File: src/rtl/fdt_search.sv
// fdt_search: first-level directory of the allocator.
// It keeps one "full" bit per size class for every and_tree row.
// It accepts one allocation request at a time and issues a search to the
// lowest row that still has a free slot for that size.
// If no row is free, it reports a fail for the request instead.
//
// state      | meaning
// -----------+---------------------------------------------------------------
// S_IDLE     | ready for a request; capture id/size/origin when valid
// S_SEARCH   | first-free-row search over the table (with update bypass)
// S_ISSUE    | one-cycle search pulse to the and_tree; arm the wait timer
// S_WAIT_UPD | wait for the and_tree update of the issued row, or timeout
// S_FAIL     | one-cycle fail pulse carrying the captured id

module fdt_search #(
    parameter int FDT_DEPTH   = 64,
    parameter int IDX_W       = 6,
    parameter int ID_W        = 8,
    parameter int SIZE_W      = 2,
    parameter int WAIT_CYCLES = 8
) (
    input  logic              clk,
    input  logic              rst,

    input  logic              alloc_valid_in,
    output logic              alloc_ready_out,
    input  logic [ID_W-1:0]   alloc_id_in,
    input  logic [SIZE_W-1:0] alloc_size_in,
    input  logic [SIZE_W-1:0] alloc_origin_size_in,

    output logic              alloc_valid_fdt_out,
    output logic [ID_W-1:0]   alloc_id_fdt_out,
    output logic [IDX_W-1:0]  alloc_pos_fdt_out,
    output logic [SIZE_W-1:0] alloc_size_fdt_out,
    output logic [SIZE_W-1:0] alloc_origin_size_fdt_out,

    output logic              alloc_fail_valid,
    output logic [ID_W-1:0]   alloc_fail_id,

    input  logic              fdt_update_valid,
    input  logic [IDX_W-1:0]  fdt_update_idx,
    input  logic [3:0]        fdt_update_bit_sequence
);

    typedef enum logic [2:0] {
        S_IDLE,
        S_SEARCH,
        S_ISSUE,
        S_WAIT_UPD,
        S_FAIL
    } state_t;

    // The wait timer exits the moment it would count down to zero, so the
    // ready comes back exactly WAIT_CYCLES cycles after the ISSUE cycle.
    localparam logic [7:0] WAIT_LOAD = 8'(WAIT_CYCLES - 1);

    state_t            state;
    state_t            state_next;

    logic [3:0]        full_tbl [FDT_DEPTH];

    logic [ID_W-1:0]   req_id;
    logic [SIZE_W-1:0] req_size;
    logic [SIZE_W-1:0] req_origin;
    logic [IDX_W-1:0]  issued_pos;
    logic [7:0]        wait_cnt;

    logic              free_found;
    logic [IDX_W-1:0]  free_pos;
    logic              row_full;
    logic              upd_match;

    assign upd_match = fdt_update_valid && (fdt_update_idx == issued_pos);

    // Full-bit table: and_tree updates land in every state; reset frees all rows.
    always_ff @(posedge clk) begin
        if (rst) begin
            for (int r = 0; r < FDT_DEPTH; r++) begin
                full_tbl[r] <= '0;
            end
        end else if (fdt_update_valid) begin
            full_tbl[fdt_update_idx] <= fdt_update_bit_sequence;
        end
    end

    // Lowest row whose bit for the captured size is clear; an update arriving
    // this cycle replaces its row's bit so the search never sees stale data.
    always_comb begin
        free_found = 1'b0;
        free_pos   = '0;
        row_full   = 1'b0;
        for (int r = FDT_DEPTH - 1; r >= 0; r--) begin
            row_full = full_tbl[r][req_size];
            if (fdt_update_valid && (fdt_update_idx == IDX_W'(r))) begin
                row_full = fdt_update_bit_sequence[req_size];
            end
            if (!row_full) begin
                free_found = 1'b1;
                free_pos   = IDX_W'(r);
            end
        end
    end

    // State register.
    always_ff @(posedge clk) begin
        if (rst) begin
            state <= S_IDLE;
        end else begin
            state <= state_next;
        end
    end

    // Next-state logic.
    always_comb begin
        state_next = state;
        case (state)
            S_IDLE: begin
                if (alloc_valid_in) begin
                    state_next = S_SEARCH;
                end
            end
            S_SEARCH: begin
                state_next = free_found ? S_ISSUE : S_FAIL;
            end
            S_ISSUE: begin
                if (upd_match || (WAIT_LOAD == 8'd0)) begin
                    state_next = S_IDLE;
                end else begin
                    state_next = S_WAIT_UPD;
                end
            end
            S_WAIT_UPD: begin
                if (upd_match || (wait_cnt <= 8'd1)) begin
                    state_next = S_IDLE;
                end
            end
            S_FAIL: begin
                state_next = S_IDLE;
            end
            default: begin
                state_next = S_IDLE;
            end
        endcase
    end

    // Request capture on accept and the row chosen by the search.
    always_ff @(posedge clk) begin
        if (rst) begin
            req_id     <= '0;
            req_size   <= '0;
            req_origin <= '0;
            issued_pos <= '0;
        end else begin
            if ((state == S_IDLE) && alloc_valid_in) begin
                req_id     <= alloc_id_in;
                req_size   <= alloc_size_in;
                req_origin <= alloc_origin_size_in;
            end
            if ((state == S_SEARCH) && free_found) begin
                issued_pos <= free_pos;
            end
        end
    end

    // Post-issue wait timer: loaded in ISSUE, counts down in WAIT_UPD.
    always_ff @(posedge clk) begin
        if (rst) begin
            wait_cnt <= '0;
        end else if (state == S_ISSUE) begin
            wait_cnt <= WAIT_LOAD;
        end else if ((state == S_WAIT_UPD) && (wait_cnt != 8'd0)) begin
            wait_cnt <= wait_cnt - 8'd1;
        end
    end

    // Outputs: pulses and their fields are zero outside their own state.
    always_comb begin
        alloc_ready_out           = (state == S_IDLE) && !rst;
        alloc_valid_fdt_out       = 1'b0;
        alloc_id_fdt_out          = '0;
        alloc_pos_fdt_out         = '0;
        alloc_size_fdt_out        = '0;
        alloc_origin_size_fdt_out = '0;
        alloc_fail_valid          = 1'b0;
        alloc_fail_id             = '0;
        case (state)
            S_ISSUE: begin
                alloc_valid_fdt_out       = 1'b1;
                alloc_id_fdt_out          = req_id;
                alloc_pos_fdt_out         = issued_pos;
                alloc_size_fdt_out        = req_size;
                alloc_origin_size_fdt_out = req_origin;
            end
            S_FAIL: begin
                alloc_fail_valid = 1'b1;
                alloc_fail_id    = req_id;
            end
            default: begin
            end
        endcase
    end

endmodule

File: config.mk
export PLATFORM = sky130hd
export DESIGN_NAME = fdt_search
export DESIGN_NICKNAME = d
export VERILOG_FILES = /design/src/rtl/fdt_search.sv
export SDC_FILE = /design/constraint.sdc
export NUM_CORES = 1
export LEC_CHECK = 0
export ABC_AREA = 1
export CORE_ASPECT_RATIO = 0.9
export CORE_MARGIN = 2
export CORE_UTILIZATION = 34
export CTS_BUF_LIST = sky130_fd_sc_hd__clkbuf_8 sky130_fd_sc_hd__clkbuf_16
export CTS_CLUSTER_SIZE = 28
export DETAILED_ROUTE_END_ITERATION = 6
export HOLD_SLACK_MARGIN = 0.1
export PLACE_DENSITY = 0.52
export SYNTH_ARGS = -nofsm -noshare
export SYNTH_HDL_FRONTEND = slang
export SYNTH_SLANG_ARGS = --single-unit
File: constraint.sdc
create_clock -name clk -period 5.3 [get_ports clk]
set_input_delay 0.795 -clock clk [delete_from_list [all_inputs] [get_ports clk]]
set_output_delay 0.795 -clock clk [all_outputs]
set_load 0.05 [all_outputs]
==> key figures <==
Place
  – Final GP Congestion: 0.933
  – Number of buffers added on ports: 54
  – DP HPWL: 30.1 mm

Job
  – MaxCap Viol Count: 0

Critical path
  – Max incr delay on CP: 350 ps
  – CP Max Fanout: 31
  – Top cell by count, worst path: nand2_1
  – CP startpoint kind: register
  – Data arrival, critical path: 5050 ps
  – Critical path required time: ~5800 ps
  – Slowest library cell on the worst path: dfxtp_4
  – CP startpoint: req_size[0]
  – R2R Path Start: req_size[0]
  – Crit end category: register
  – CP Class: reg -> reg

Final layout
  – # diodes: 0
  – Fin nets: 1877
  – Share of cells above drive strength 1: 0.0978
  – Most frequent cells in the layout: nor2_1, nand2_1, edfxtp_1
  – Commonest non-fill, non-tap cell in the layout: nor2_1
  – Area grow syn2layout: 18.7%

Global route
  – Vias in the first global route: 11638
  – Largest net degree at the start of global routing: 65
  – Overall Global Routing Usage: 0.200
  – First-pass GRT wire length: approximately 69 mm
  – Gr ovfl total: 0
  – Initial antenna violation count: 0

Clock tree
  – CTS Buffer Depth: 3
  – Root Driver: clkbuf_16
  – Htree depth: 1
  – Hold-fix buffers, CTS: 0
  – # clock sinks: between 200 and 300
  – Clock transition at the registers of the reported paths: 60 ps
  – Skew-Pair Late Insertion Delay: 570 ps
  – CTS tree: built
  – TritonCTS Buffers: 31

Floorplan
  – IO Pins: 55
  – Core Area: 42000 um2
  – Num rows: 71
  – Die Y: 200 um
  – Die width: 222 um
  – Starting Density: 0.346
  – Die ar.: around 44000 um2

Drt
  – Routed Antenna Nets: 0
  – Drt first-iter violations: slightly above 1000
  – Post-Route WL: 45.9 mm
  – Pre-Repair DR Iteration Count: 7
  – Drt drc: 2
  – Vias per cell: 5.13
  – DR vias: 12408
  – Routed WL per cell: 19.0 um

Pwr
  – Leakage: 6.71 nW
  – NetSw: 2.48 mW
  – Clk pwr share: 0.308
  – Combinational Power Share: 0.313
  – Worst vdd ir: 152 uV
  – Sequential Power Share: 0.379
  – Total power: approximately 7.1 mW
  – PwrDens: 408 nW/um2
  – Internal Power: 4.57 mW
  – Net Sw Frac: 0.352

STA
  – Setup Viol. Count Final: 0
  – Final Hold Viols: 0
  – Maximum clock frequency: between 0.2 and 0.25 GHz
  – RSZ-0062 raised after global routing: false
  – Clk_skew: 9.44 ps
  – Relative slew margins: 0.202
  – Min cycle time layout: 4600 ps
  – Pins Over Slew Limit: 0
  – Measured slew at the worst slew-check pin: 1190 ps
  – Final period util: 0.868
  – Setup tns final: 0 ps

Yosys
  – Async set-reset flop share out of synthesis: 0
  – Top FF cell, synth: edfxtp_1
  – Post-synth EDFFs: 256
  – Syn Nets: 1792
  – Synth Instances: 1763
  – Seq/Total Area, Yosys: 0.568
  – Synth Register Bits: 285
  – Netlist Area Pre-Place: about 15000 um2
  – Yosys warns: 0
  – Netlist cell types: 40
  – Syn Area/Cell: slightly above 8 um2

Hold path
  – Hold Crit Start: req_origin[0]
  – Min-Delay Path Class: reg -> reg

Outcome
  – Failing checks: design-rule violations
  – Status: complete, but fails checks
==> state kept, by name, summed over array words and instances, names as in the netlist <==
| signal | flops |
|---|---|
| full_tbl | 256 |
| req_id | 8 |
| wait_cnt | 8 |
| issued_pos | 6 |
| state | 3 |
| req_origin | 2 |
| req_size | 2 |
==> worst max-delay path, delay by kind of cell, from the launching register on <==
kind                   cells  cell delay [ps]
AOI/OAI and AO/OA          4              620
and+or+nand+nor           53             2730
DFF                        1              350
buffers and inverters      4              800
==> stage by stage <==
step	area, um2	std cells	utilization	hold WS, ps	worst slack [ps]
2_1_floorplan	14600	1763	-	430	1040
3_3_place_gp	16000	2350	0.381	444	-73.3
3_5_place_dp	16000	2350	0.381	449	-26.0
4_1_cts	17000	2406	0.405	457	524
5_1_grt	17300	2418	0.411	476	7.04
6_report	17300	2418	0.411	457	698
==> timing repair <==
item	CTS	global route
setup endpoints to repair	0	1
buffers inserted	0	9
gates resized for setup	0	42
==> worst paths after layout <==
path,endpoint,slack (ps),cells after the start
worst min-delay path,req_origin[0],460,2
worst min register to register,req_origin[0],460,2
worst max register to register,issued_pos[0],700,61
worst max-delay path,issued_pos[0],700,61
==> cell families after synthesis <==
| group | share of synthesized area |
|---|---|
| AND/OR/NAND/NOR | 0.251 |
| flip-flops | 0.568 |
| buffers and inverters | 0.0591 |
| XOR/XNOR | 0.00181 |
| adder cells (fa/ha/maj) | 0.00258 |
| AO/OA/AOI/OAI | 0.117 |
==> power by group through the flow <==
stage	combinational, mW	clock, mW	sequential, mW
after global routing	2.45	2.30	2.69
final	2.21	2.17	2.67
after detailed placement	2.07	0	2.73
after CTS	2.08	2.21	2.68
after floorplan	1.38	0	2.69
after global placement	2.06	0	2.73
==> metal layers <==
layer  wire (um)  global-route usage  part of all wire
met5           0                   0                 0
met2       20900               0.328              0.46
met4        1070              0.0463             0.023
met3        2630              0.0290             0.057
met1       21300               0.279              0.46
==> Yosys cell counts (2+ instances only) <==
cell      number  area, um2
nand4_1        9       56.3
xnor2_1        2       17.5
o21ai_0      168        841
o22ai_1       59        369
dfxtp_1       29        581
o221ai_1       3       26.3
nand2_2        4       25.0
nand2_1      313       1170
or2_2          4       25.0
buf_2         24        120
nor2_2         2       12.5
o211ai_1       2       15.0
o21ai_1       13       65.1
nand3_1       30        150
buf_4          3       22.5
nor4_1         2       12.5
nor3_1         9       45.0
a21oi_1       63        315
clkinv_1       2       7.51
a21oi_2        2       17.5
inv_2         16       60.1
ha_1           3       37.5
edfxtp_1     256       7690
o21a_1         3       22.5
a31oi_1        2       12.5
inv_1        107        402
clkbuf_1      62        233
nor2_1       559       2100
==> final cells by class <==
type | instances | area, um2
clock buffer | 31 | 776
clock inverter | 25 | 236
fill | 4242 | 24700
inverter | 125 | 484
multi-input combinational | 1262 | 5520
sequential | 285 | 8270
tap | 547 | 684
timing repair buffer | 141 | 1290
timing repair inverter | 2 | 17.5
(Power assumes the default switching activity.)
